### config.mk
export PLATFORM = sky130hd
export DESIGN_NAME = modem_tx_ctrl_flat
export DESIGN_NICKNAME = d
export VERILOG_FILES = /design/src/rtl/modem_tx_ctrl_if.sv /design/src/rtl/modem_tx_ctrl.sv /design/src/flat_wrapper.sv
export SDC_FILE = /design/constraint.sdc
export NUM_CORES = 1
export LEC_CHECK = 0
export CELL_PAD_IN_SITES_DETAIL_PLACEMENT = 1
export CELL_PAD_IN_SITES_GLOBAL_PLACEMENT = 2
export CORE_UTILIZATION = 44
export CTS_BUF_LIST = sky130_fd_sc_hd__clkbuf_4 sky130_fd_sc_hd__clkbuf_8
export DETAILED_ROUTE_END_ITERATION = 7
export DONT_BUFFER_PORTS = 1
export PLACE_DENSITY_LB_ADDON = 0.1
export SLEW_MARGIN = 10
export SYNTH_ARGS = -nofsm -noshare
export SYNTH_HDL_FRONTEND = slang
export SYNTH_SLANG_ARGS = --single-unit
### constraint.sdc
create_clock -name clk -period 5.6 [get_ports clk]
set_clock_uncertainty 0.15 [all_clocks]
set_input_delay 1.4 -clock clk [delete_from_list [all_inputs] [get_ports clk]]
set_output_delay 1.4 -clock clk [all_outputs]
set_load 0.01 [all_outputs]
### src/rtl/modem_tx_ctrl_if.sv
// rtl/modem_tx_ctrl_if.sv - SPI-core bus cycle interface for modem_tx_ctrl
interface modem_tx_ctrl_if #(
  parameter int ADDR_W = 10
) ();
  logic              spi_wr;
  logic              spi_rd;
  logic [ADDR_W-1:0] spi_addr;
  logic [7:0]        spi_wdata;
  logic [7:0]        spi_rdata;

  modport master (output spi_wr, spi_rd, spi_addr, spi_wdata, input spi_rdata);
  modport slave  (input spi_wr, spi_rd, spi_addr, spi_wdata, output spi_rdata);
endinterface

### src/rtl/modem_tx_ctrl.sv
// rtl/modem_tx_ctrl.sv - SPI register/RAM decode, TX slot queue and TX engine dispatch
// Optional IRQ output and IRQ_MASK register under MODEM_TX_IRQ_EN.
module modem_tx_ctrl #(
  parameter int ADDR_W    = 10,
  parameter int RAM_DEPTH = 1000,
  parameter int LEN_W     = 10,
  parameter int NUM_BUF   = 2,
  parameter int SLOT_W    = 9,
  parameter int QDEPTH    = 4
) (
  input  logic              clk,
  input  logic              reset,
  modem_tx_ctrl_if.slave    spi,
  input  logic [7:0]        i_ram_rdata,
  output logic              o_ram_wr,
  output logic              o_ram_rd,
  output logic [ADDR_W-1:0] o_ram_addr,
  output logic [7:0]        o_ram_wdata,
  output logic              o_tx_start,
  output logic [ADDR_W-1:0] o_tx_base,
  output logic [LEN_W-1:0]  o_tx_len,
  output logic              o_tx_abort,
  input  logic              i_tx_done
`ifdef MODEM_TX_IRQ_EN
  ,
  output logic              o_irq
`endif
);
  localparam int QW = $clog2(QDEPTH);
  localparam logic [ADDR_W-1:0] REG_BASE = ADDR_W'(RAM_DEPTH);
  localparam logic [31:0] SLOT_BYTES = 32'(1) << SLOT_W;

  localparam logic [1:0] IDLE  = 2'd0;
  localparam logic [1:0] LOAD  = 2'd1;
  localparam logic [1:0] START = 2'd2;
  localparam logic [1:0] BUSY  = 2'd3;

  logic [1:0]        r_state;
  logic [LEN_W-1:0]  r_len [NUM_BUF];
  logic [2:0]        r_q [QDEPTH];
  logic [QW-1:0]     r_wp, r_rp;
  logic [QW:0]       r_cnt;
  logic [2:0]        r_act;
  logic [ADDR_W-1:0] r_tx_base;
  logic [LEN_W-1:0]  r_tx_len;
  logic              r_abort, r_done, r_err, r_done_d, r_done_d2;

  logic              w_is_ram, w_reg_wr, w_ctrl_wr, w_stat_wr, w_go, w_abort_wr;
  logic              w_pop, w_push, w_go_bad, w_done_evt, w_busy;
  logic [ADDR_W-1:0] w_off;
  logic [31:0]       w_offi;
  logic [2:0]        w_slot;
  logic [LEN_W-1:0]  w_slot_len, w_head_len;
  logic [QW-1:0]     w_rel;
  logic [NUM_BUF-1:0] w_prot;
  logic [7:0]        w_rdata;

  assign w_is_ram   = spi.spi_addr < REG_BASE;
  assign w_off      = spi.spi_addr - REG_BASE;
  assign w_offi     = 32'(w_off);
  assign w_reg_wr   = spi.spi_wr && !w_is_ram;
  assign w_ctrl_wr  = w_reg_wr && (w_offi == 32'd2);
  assign w_stat_wr  = w_reg_wr && (w_offi == 32'd3);
  assign w_go       = w_ctrl_wr && spi.spi_wdata[0] && !spi.spi_wdata[7];
  assign w_abort_wr = w_ctrl_wr && spi.spi_wdata[7];
  assign w_slot     = spi.spi_wdata[3:1];
  assign w_busy     = (r_state != IDLE);
  assign w_done_evt = r_done_d && !r_done_d2;

  assign o_ram_wr    = spi.spi_wr && w_is_ram;
  assign o_ram_rd    = spi.spi_rd && w_is_ram;
  assign o_ram_addr  = spi.spi_addr;
  assign o_ram_wdata = spi.spi_wdata;
  assign o_tx_start  = (r_state == START) && !w_abort_wr;
  assign o_tx_base   = r_tx_base;
  assign o_tx_len    = r_tx_len;
  assign o_tx_abort  = r_abort;
  assign spi.spi_rdata = w_rdata;

  always_comb begin
    w_slot_len = '0;
    w_head_len = '0;
    for (int k = 0; k < NUM_BUF; k++) begin
      if (w_slot == 3'(k)) w_slot_len = r_len[k];
      if (r_q[r_rp] == 3'(k)) w_head_len = r_len[k];
    end
  end

  // A slot is locked while it is being sent or has any live queue entry.
  always_comb begin
    w_prot = '0;
    w_rel  = '0;
    for (int i = 0; i < QDEPTH; i++) begin
      w_rel = QW'(i) - r_rp;
      for (int k = 0; k < NUM_BUF; k++)
        if (({1'b0, w_rel} < r_cnt) && (r_q[i] == 3'(k))) w_prot[k] = 1'b1;
    end
    for (int k = 0; k < NUM_BUF; k++)
      if ((r_state == START || r_state == BUSY) && r_act == 3'(k)) w_prot[k] = 1'b1;
  end

  assign w_pop    = (r_state == LOAD) && !w_abort_wr;
  assign w_go_bad = (32'(w_slot) >= 32'(NUM_BUF)) || (w_slot_len == '0) ||
                    (32'(w_slot_len) > SLOT_BYTES) ||
                    ((r_cnt == (QW+1)'(QDEPTH)) && !w_pop);
  assign w_push   = w_go && !w_go_bad;

  always_ff @(posedge clk) begin
    if (w_push && !w_abort_wr) r_q[r_wp] <= w_slot;
  end

  always_ff @(posedge clk) begin
    if (reset) begin
      r_wp  <= '0;
      r_rp  <= '0;
      r_cnt <= '0;
    end else if (w_abort_wr) begin
      r_rp  <= r_wp;
      r_cnt <= '0;
    end else begin
      if (w_push) r_wp <= r_wp + 1'b1;
      if (w_pop)  r_rp <= r_rp + 1'b1;
      if (w_push && !w_pop)      r_cnt <= r_cnt + 1'b1;
      else if (!w_push && w_pop) r_cnt <= r_cnt - 1'b1;
    end
  end

  always_ff @(posedge clk) begin
    if (reset) begin
      r_state   <= IDLE;
      r_act     <= '0;
      r_tx_base <= '0;
      r_tx_len  <= '0;
      r_abort   <= 1'b0;
      r_done    <= 1'b0;
      r_err     <= 1'b0;
      r_done_d  <= 1'b0;
      r_done_d2 <= 1'b0;
    end else begin
      r_done_d  <= i_tx_done;
      r_done_d2 <= r_done_d;
      r_abort   <= 1'b0;
      if (w_stat_wr && spi.spi_wdata[1]) r_done <= 1'b0;
      if (w_stat_wr && spi.spi_wdata[2]) r_err  <= 1'b0;
      if (w_go && w_go_bad) r_err <= 1'b1;
      case (r_state)
        IDLE:  if (r_cnt != '0 && !w_abort_wr) r_state <= LOAD;
        LOAD:  begin
          if (w_abort_wr) r_state <= IDLE;
          else begin
            r_act     <= r_q[r_rp];
            r_tx_base <= ADDR_W'(32'(r_q[r_rp]) << SLOT_W);
            r_tx_len  <= w_head_len;
            r_state   <= START;
          end
        end
        START: r_state <= w_abort_wr ? IDLE : BUSY;
        default: begin
          // Done beats a same-cycle abort: the frame is complete, so no abort pulse.
          if (w_done_evt) begin
            r_done  <= 1'b1;
            r_state <= IDLE;
          end else if (w_abort_wr) begin
            r_abort <= 1'b1;
            r_state <= IDLE;
          end
        end
      endcase
    end
  end

  always_ff @(posedge clk) begin
    if (reset) begin
      for (int k = 0; k < NUM_BUF; k++) r_len[k] <= '0;
    end else begin
      for (int k = 0; k < NUM_BUF; k++) begin
        if (w_reg_wr && !w_prot[k] && w_offi == 32'(4 + 2*k))
          r_len[k][LEN_W-1:8] <= spi.spi_wdata[LEN_W-9:0];
        if (w_reg_wr && !w_prot[k] && w_offi == 32'(5 + 2*k))
          r_len[k][7:0] <= spi.spi_wdata;
      end
    end
  end

`ifdef MODEM_TX_IRQ_EN
  logic [2:1] r_mask;
  logic       r_irq;
  assign o_irq = r_irq;

  always_ff @(posedge clk) begin
    if (reset) begin
      r_mask <= '0;
      r_irq  <= 1'b0;
    end else begin
      if (w_reg_wr && w_offi == 32'(4 + 2*NUM_BUF)) r_mask <= spi.spi_wdata[2:1];
      r_irq <= |({r_err, r_done} & r_mask);
    end
  end
`endif

  always_comb begin
    w_rdata = 8'h00;
    if (w_is_ram) w_rdata = i_ram_rdata;
    else begin
      if (w_offi == 32'd0) w_rdata = 8'h96;
      if (w_offi == 32'd1) w_rdata = 8'h02;
      if (w_offi == 32'd3) w_rdata = {1'b0, 3'(r_cnt), 1'b0, r_err, r_done, w_busy};
      for (int k = 0; k < NUM_BUF; k++) begin
        if (w_offi == 32'(4 + 2*k)) w_rdata = 8'(r_len[k] >> 8);
        if (w_offi == 32'(5 + 2*k)) w_rdata = r_len[k][7:0];
      end
`ifdef MODEM_TX_IRQ_EN
      if (w_offi == 32'(4 + 2*NUM_BUF)) w_rdata = {5'b0, r_mask, 1'b0};
`endif
    end
  end
endmodule
### src/flat_wrapper.sv
// flat-port wrapper written by rule: the top's interface ports become plain ports
module modem_tx_ctrl_flat 
#(
  parameter int ADDR_W    = 10,
  parameter int RAM_DEPTH = 1000,
  parameter int LEN_W     = 10,
  parameter int NUM_BUF   = 2,
  parameter int SLOT_W    = 9,
  parameter int QDEPTH    = 4
)
  (clk, reset, i_ram_rdata, o_ram_wr, o_ram_rd, o_ram_addr, o_ram_wdata, o_tx_start, o_tx_base, o_tx_len, o_tx_abort, i_tx_done, spi_spi_wr, spi_spi_rd, spi_spi_addr, spi_spi_wdata, spi_spi_rdata);
  modem_tx_ctrl_if #(.ADDR_W(ADDR_W)) spi_i ();
  input  logic clk;
  input  logic reset;
  input  logic [7:0] i_ram_rdata;
  output logic o_ram_wr;
  output logic o_ram_rd;
  output logic [ADDR_W-1:0] o_ram_addr;
  output logic [7:0] o_ram_wdata;
  output logic o_tx_start;
  output logic [ADDR_W-1:0] o_tx_base;
  output logic [LEN_W-1:0] o_tx_len;
  output logic o_tx_abort;
  input  logic i_tx_done;
  input wire logic [$bits(spi_i.spi_wr)-1:0] spi_spi_wr;
  input wire logic [$bits(spi_i.spi_rd)-1:0] spi_spi_rd;
  input wire logic [$bits(spi_i.spi_addr)-1:0] spi_spi_addr;
  input wire logic [$bits(spi_i.spi_wdata)-1:0] spi_spi_wdata;
  output wire logic [$bits(spi_i.spi_rdata)-1:0] spi_spi_rdata;
  assign spi_i.spi_wr = spi_spi_wr;
  assign spi_i.spi_rd = spi_spi_rd;
  assign spi_i.spi_addr = spi_spi_addr;
  assign spi_i.spi_wdata = spi_spi_wdata;
  assign spi_spi_rdata = spi_i.spi_rdata;
  modem_tx_ctrl #(.ADDR_W(ADDR_W), .RAM_DEPTH(RAM_DEPTH), .LEN_W(LEN_W), .NUM_BUF(NUM_BUF), .SLOT_W(SLOT_W), .QDEPTH(QDEPTH)) u_core (.clk(clk), .reset(reset), .spi(spi_i), .i_ram_rdata(i_ram_rdata), .o_ram_wr(o_ram_wr), .o_ram_rd(o_ram_rd), .o_ram_addr(o_ram_addr), .o_ram_wdata(o_ram_wdata), .o_tx_start(o_tx_start), .o_tx_base(o_tx_base), .o_tx_len(o_tx_len), .o_tx_abort(o_tx_abort), .i_tx_done(i_tx_done));
endmodule
==> reports/summary.txt <==
Outcome: completed
Final-layout fill cell count: 942
Top post-synthesis cells by area: edfxtp_1 25%, dfxtp_1 15%, buf_4 5.5%
Top cells by count, synth: 39 x nor2_1, 32 x edfxtp_1, 29 x dfxtp_1, 28 x buf_4, 25 x inv_1
GRT Util Overall: 21.2%
Hold WS: 0.311 ns
Crit. End Element: primary output
Post-synthesis cell count: 389
Clk slew on worst S/H paths: 0.07 ns
Post-CTS resize count: 0
Row Count: 33
Drc violations: 0
Crit path required time: 4.05 ns
Vias in the first global route: 2,618
Async set or reset register ratio after synthesis: 0%
Die width: 94.9 um
HP Class: register to register
CORE AREA: 8300 um^2
Nets: 411
Power share of the combinational group: 26.4%
Worst Tran Pin Value: 0.762 ns
Grt total ovfl: 0
Netlist cell types: 63
Mapped Area: 3800 um^2
Int Pwr: 837 uW
Clock Latency Late Sink: 0.35 ns
Inserted Diodes: 0
Post-layout min period: 4.53 ns
Number of synthesized flops with an enable pin: 32
Clock power share: 28.7%
RSZ-0062 raised after global routing: no
Crit share post-route: 81.0%
H-Tree Level Count: 3
Inserted Clock Buffers: 9
Cell taking the most area after synthesis: edfxtp_1
Num Clock Sinks: 61
First-pass GRT wire length: 13,800 um
LEAKAGE: 0.00144 uW
Final Hold Fails: 0
Critical path class: input port to primary output
Total negative setup slack: 0 ns
PortBufs: 0
Max Fclk: 221 MHz
Setup crit start kind: input port
Avg Synthesized Cell Area: 9.77 um^2
Yosys top cell area share: 25.3%
Relative slew slack: 49.2%
Most frequent cell after synthesis: nor2_1
Pwr dens: 329 nW/um^2
Worst path arrival time: 2.98 ns
DP HPWL: 6880 um
Max-Cap Viols: 0
Initial antenna violation count: 0
Io pins: 81
Yosys reg bits: 61
Largest net degree at the start of global routing: 42
Die area: 9010 um^2
GP Congestion: 0.814
Die H: 94.9 um
CTS max path bufs: 2
CTS root buffer: clkbuf_8
Final slew viol count: 0
Initial DRT Pass Iterations: 4
Switching power: 433 uW
Peak VDD IR: 0.226 mV
Hold-fix buffers, CTS: 0
Top_reg_cell synth: edfxtp_1
Buffer count from post-CTS setup fixing: 0
Sequential-to-total area share from yosys stat: 40.6%
ANT nets after route: 0
Flop pwr share: 45.0%
WL final: 9070 um
Area growth syn-to-layout: 1.68%
Wirelength per Cell: 19.1 um
Sw Ratio: 34.1%
DR vias: 2,674
CTS tree: done
Detailed-route vias per instance: 5.64
Initial Util: 45.8%
Fraction of layout cells with a size suffix above 1: 9.76%
Setup violations, final: 0
Ys Warns: 0
Iteration-0 DRC Markers: 107
Crit Path Max Fanout: 5
==> cells in the final DEF (no fill, tap or decap), drive strengths merged, types with 6 or more instances in the layout <==
| cell | synthesis | layout |
|---|---|---|
| a21oi | 11 | 11 |
| nand2 | 20 | 20 |
| and2 | 13 | 13 |
| nor2b | 7 | 7 |
| clkbuf | 11 | 11 |
| edfxtp | 32 | 32 |
| dfxtp | 29 | 29 |
| nand2b | 7 | 7 |
| o31ai | 11 | 11 |
| ha | 15 | 15 |
| nor4 | 6 | 6 |
| o21ai | 13 | 13 |
| nor3b | 6 | 6 |
| inv | 25 | 25 |
| nand3b | 13 | 13 |
| conb | 1 | 9 |
| nor2 | 41 | 41 |
| nand3 | 10 | 10 |
| mux2i | 16 | 16 |
==> per-stage QoR <==
| step | power, uW | util (%) | setup slack [ns] | std cells | area (um^2) |
|---|---|---|---|---|---|
| 5_1_grt | 1350 | 46.6 | 0.869 | 474 | 3860 |
| 4_1_cts | 1280 | 46.6 | 1.05 | 474 | 3860 |
| 6_report | 1270 | 46.6 | 1.07 | 474 | 3860 |
| 2_1_floorplan | 869 | - | 1.25 | 397 | 3830 |
| 3_5_place_dp | 917 | 44.3 | 1.05 | 458 | 3680 |
| 3_3_place_gp | 905 | 44.3 | 1.09 | 458 | 3680 |
==> state kept, by name, indices dropped and copies added (netlist names), named ones only <==
| signal | cells |
|---|---|
| u_core.r_act | 3 |
| u_core.r_rp | 2 |
| u_core.r_state | 2 |
| u_core.r_done_d2 | 1 |
| u_core.o_tx_len | 10 |
| u_core.r_done_d | 1 |
| u_core.r_wp | 2 |
| u_core.r_cnt | 3 |
| u_core.o_tx_abort | 1 |
| u_core.r_q | 12 |
| u_core.r_len | 20 |
| u_core.r_err | 1 |
| u_core.r_done | 1 |
==> area by class of cell <==
class	instances	area, um^2	area share (%)
clock inverters	5	35.0	0.906
well taps	105	131	3.40
flip-flops and latches	61	1540	39.9
multi-input cells	266	1900	49.3
repair buffers	1	7.51	0.194
inverters	25	93.8	2.43
clock buffers	11	151	3.92
==> path summary, 6_finish.rpt <==
check | slack, ns | endpoint | cells after the start | from
worst max-delay path | 1.07 | spi_spi_rdata[3] | 6 | spi_spi_addr[4]
worst max register to register | 2.29 | u_core.r_cnt[2] | 11 | u_core.r_len[1][6]
worst min-delay path | 0.31 | u_core.r_done_d2 | 1 | u_core.r_done_d
worst min register to register | 0.31 | u_core.r_done_d2 | 1 | u_core.r_done_d
==> power by group through the flow <==
stage / Combinational, uW / Sequential (uW) / Clock (uW)
floorplan: 317 / 552 / 0
global placement: 327 / 578 / 0
detailed placement: 336 / 581 / 0
CTS: 338 / 572 / 373
global route: 378 / 579 / 393
finish: 335 / 571 / 364
==> logic make-up (layout without fill, tap and decap cells) <==
kind of cell,Yosys count,after routing,synth area share (%)
buf+inv,70,42,10.1
simple gates,140,140,20.8
fa+ha+maj,16,16,5.46
mux,24,24,7.47
xor+xnor,8,8,1.84
other cells,1,9,0.0987
flops,61,61,40.6
compound gates,69,69,13.6
==> per-layer routing <==
| layer | track usage (%) | vias to the layer above | routed length (um) | part of all wire, % |
|---|---|---|---|---|
| met5 | 0 | - | 0 | 0 |
| met4 | 5.30 | 0 | 70 | 0.77 |
| li1 | - | 1313 | - | - |
| met1 | 25.3 | 1299 | 4000 | 44 |
| met2 | 36.8 | 55 | 4510 | 50 |
| met3 | 6.84 | 7 | 494 | 5.4 |
==> worst max-delay path, cell delays in order <==
cell and delay [ns]:
or4_1 0.51, a21oi_1 0.19, o21ai_2 0.15, nor2_1 0.23
nand2_1 0.15, o21ai_0 0.36
No activity file was read; power rests on OpenSTA's default activity.
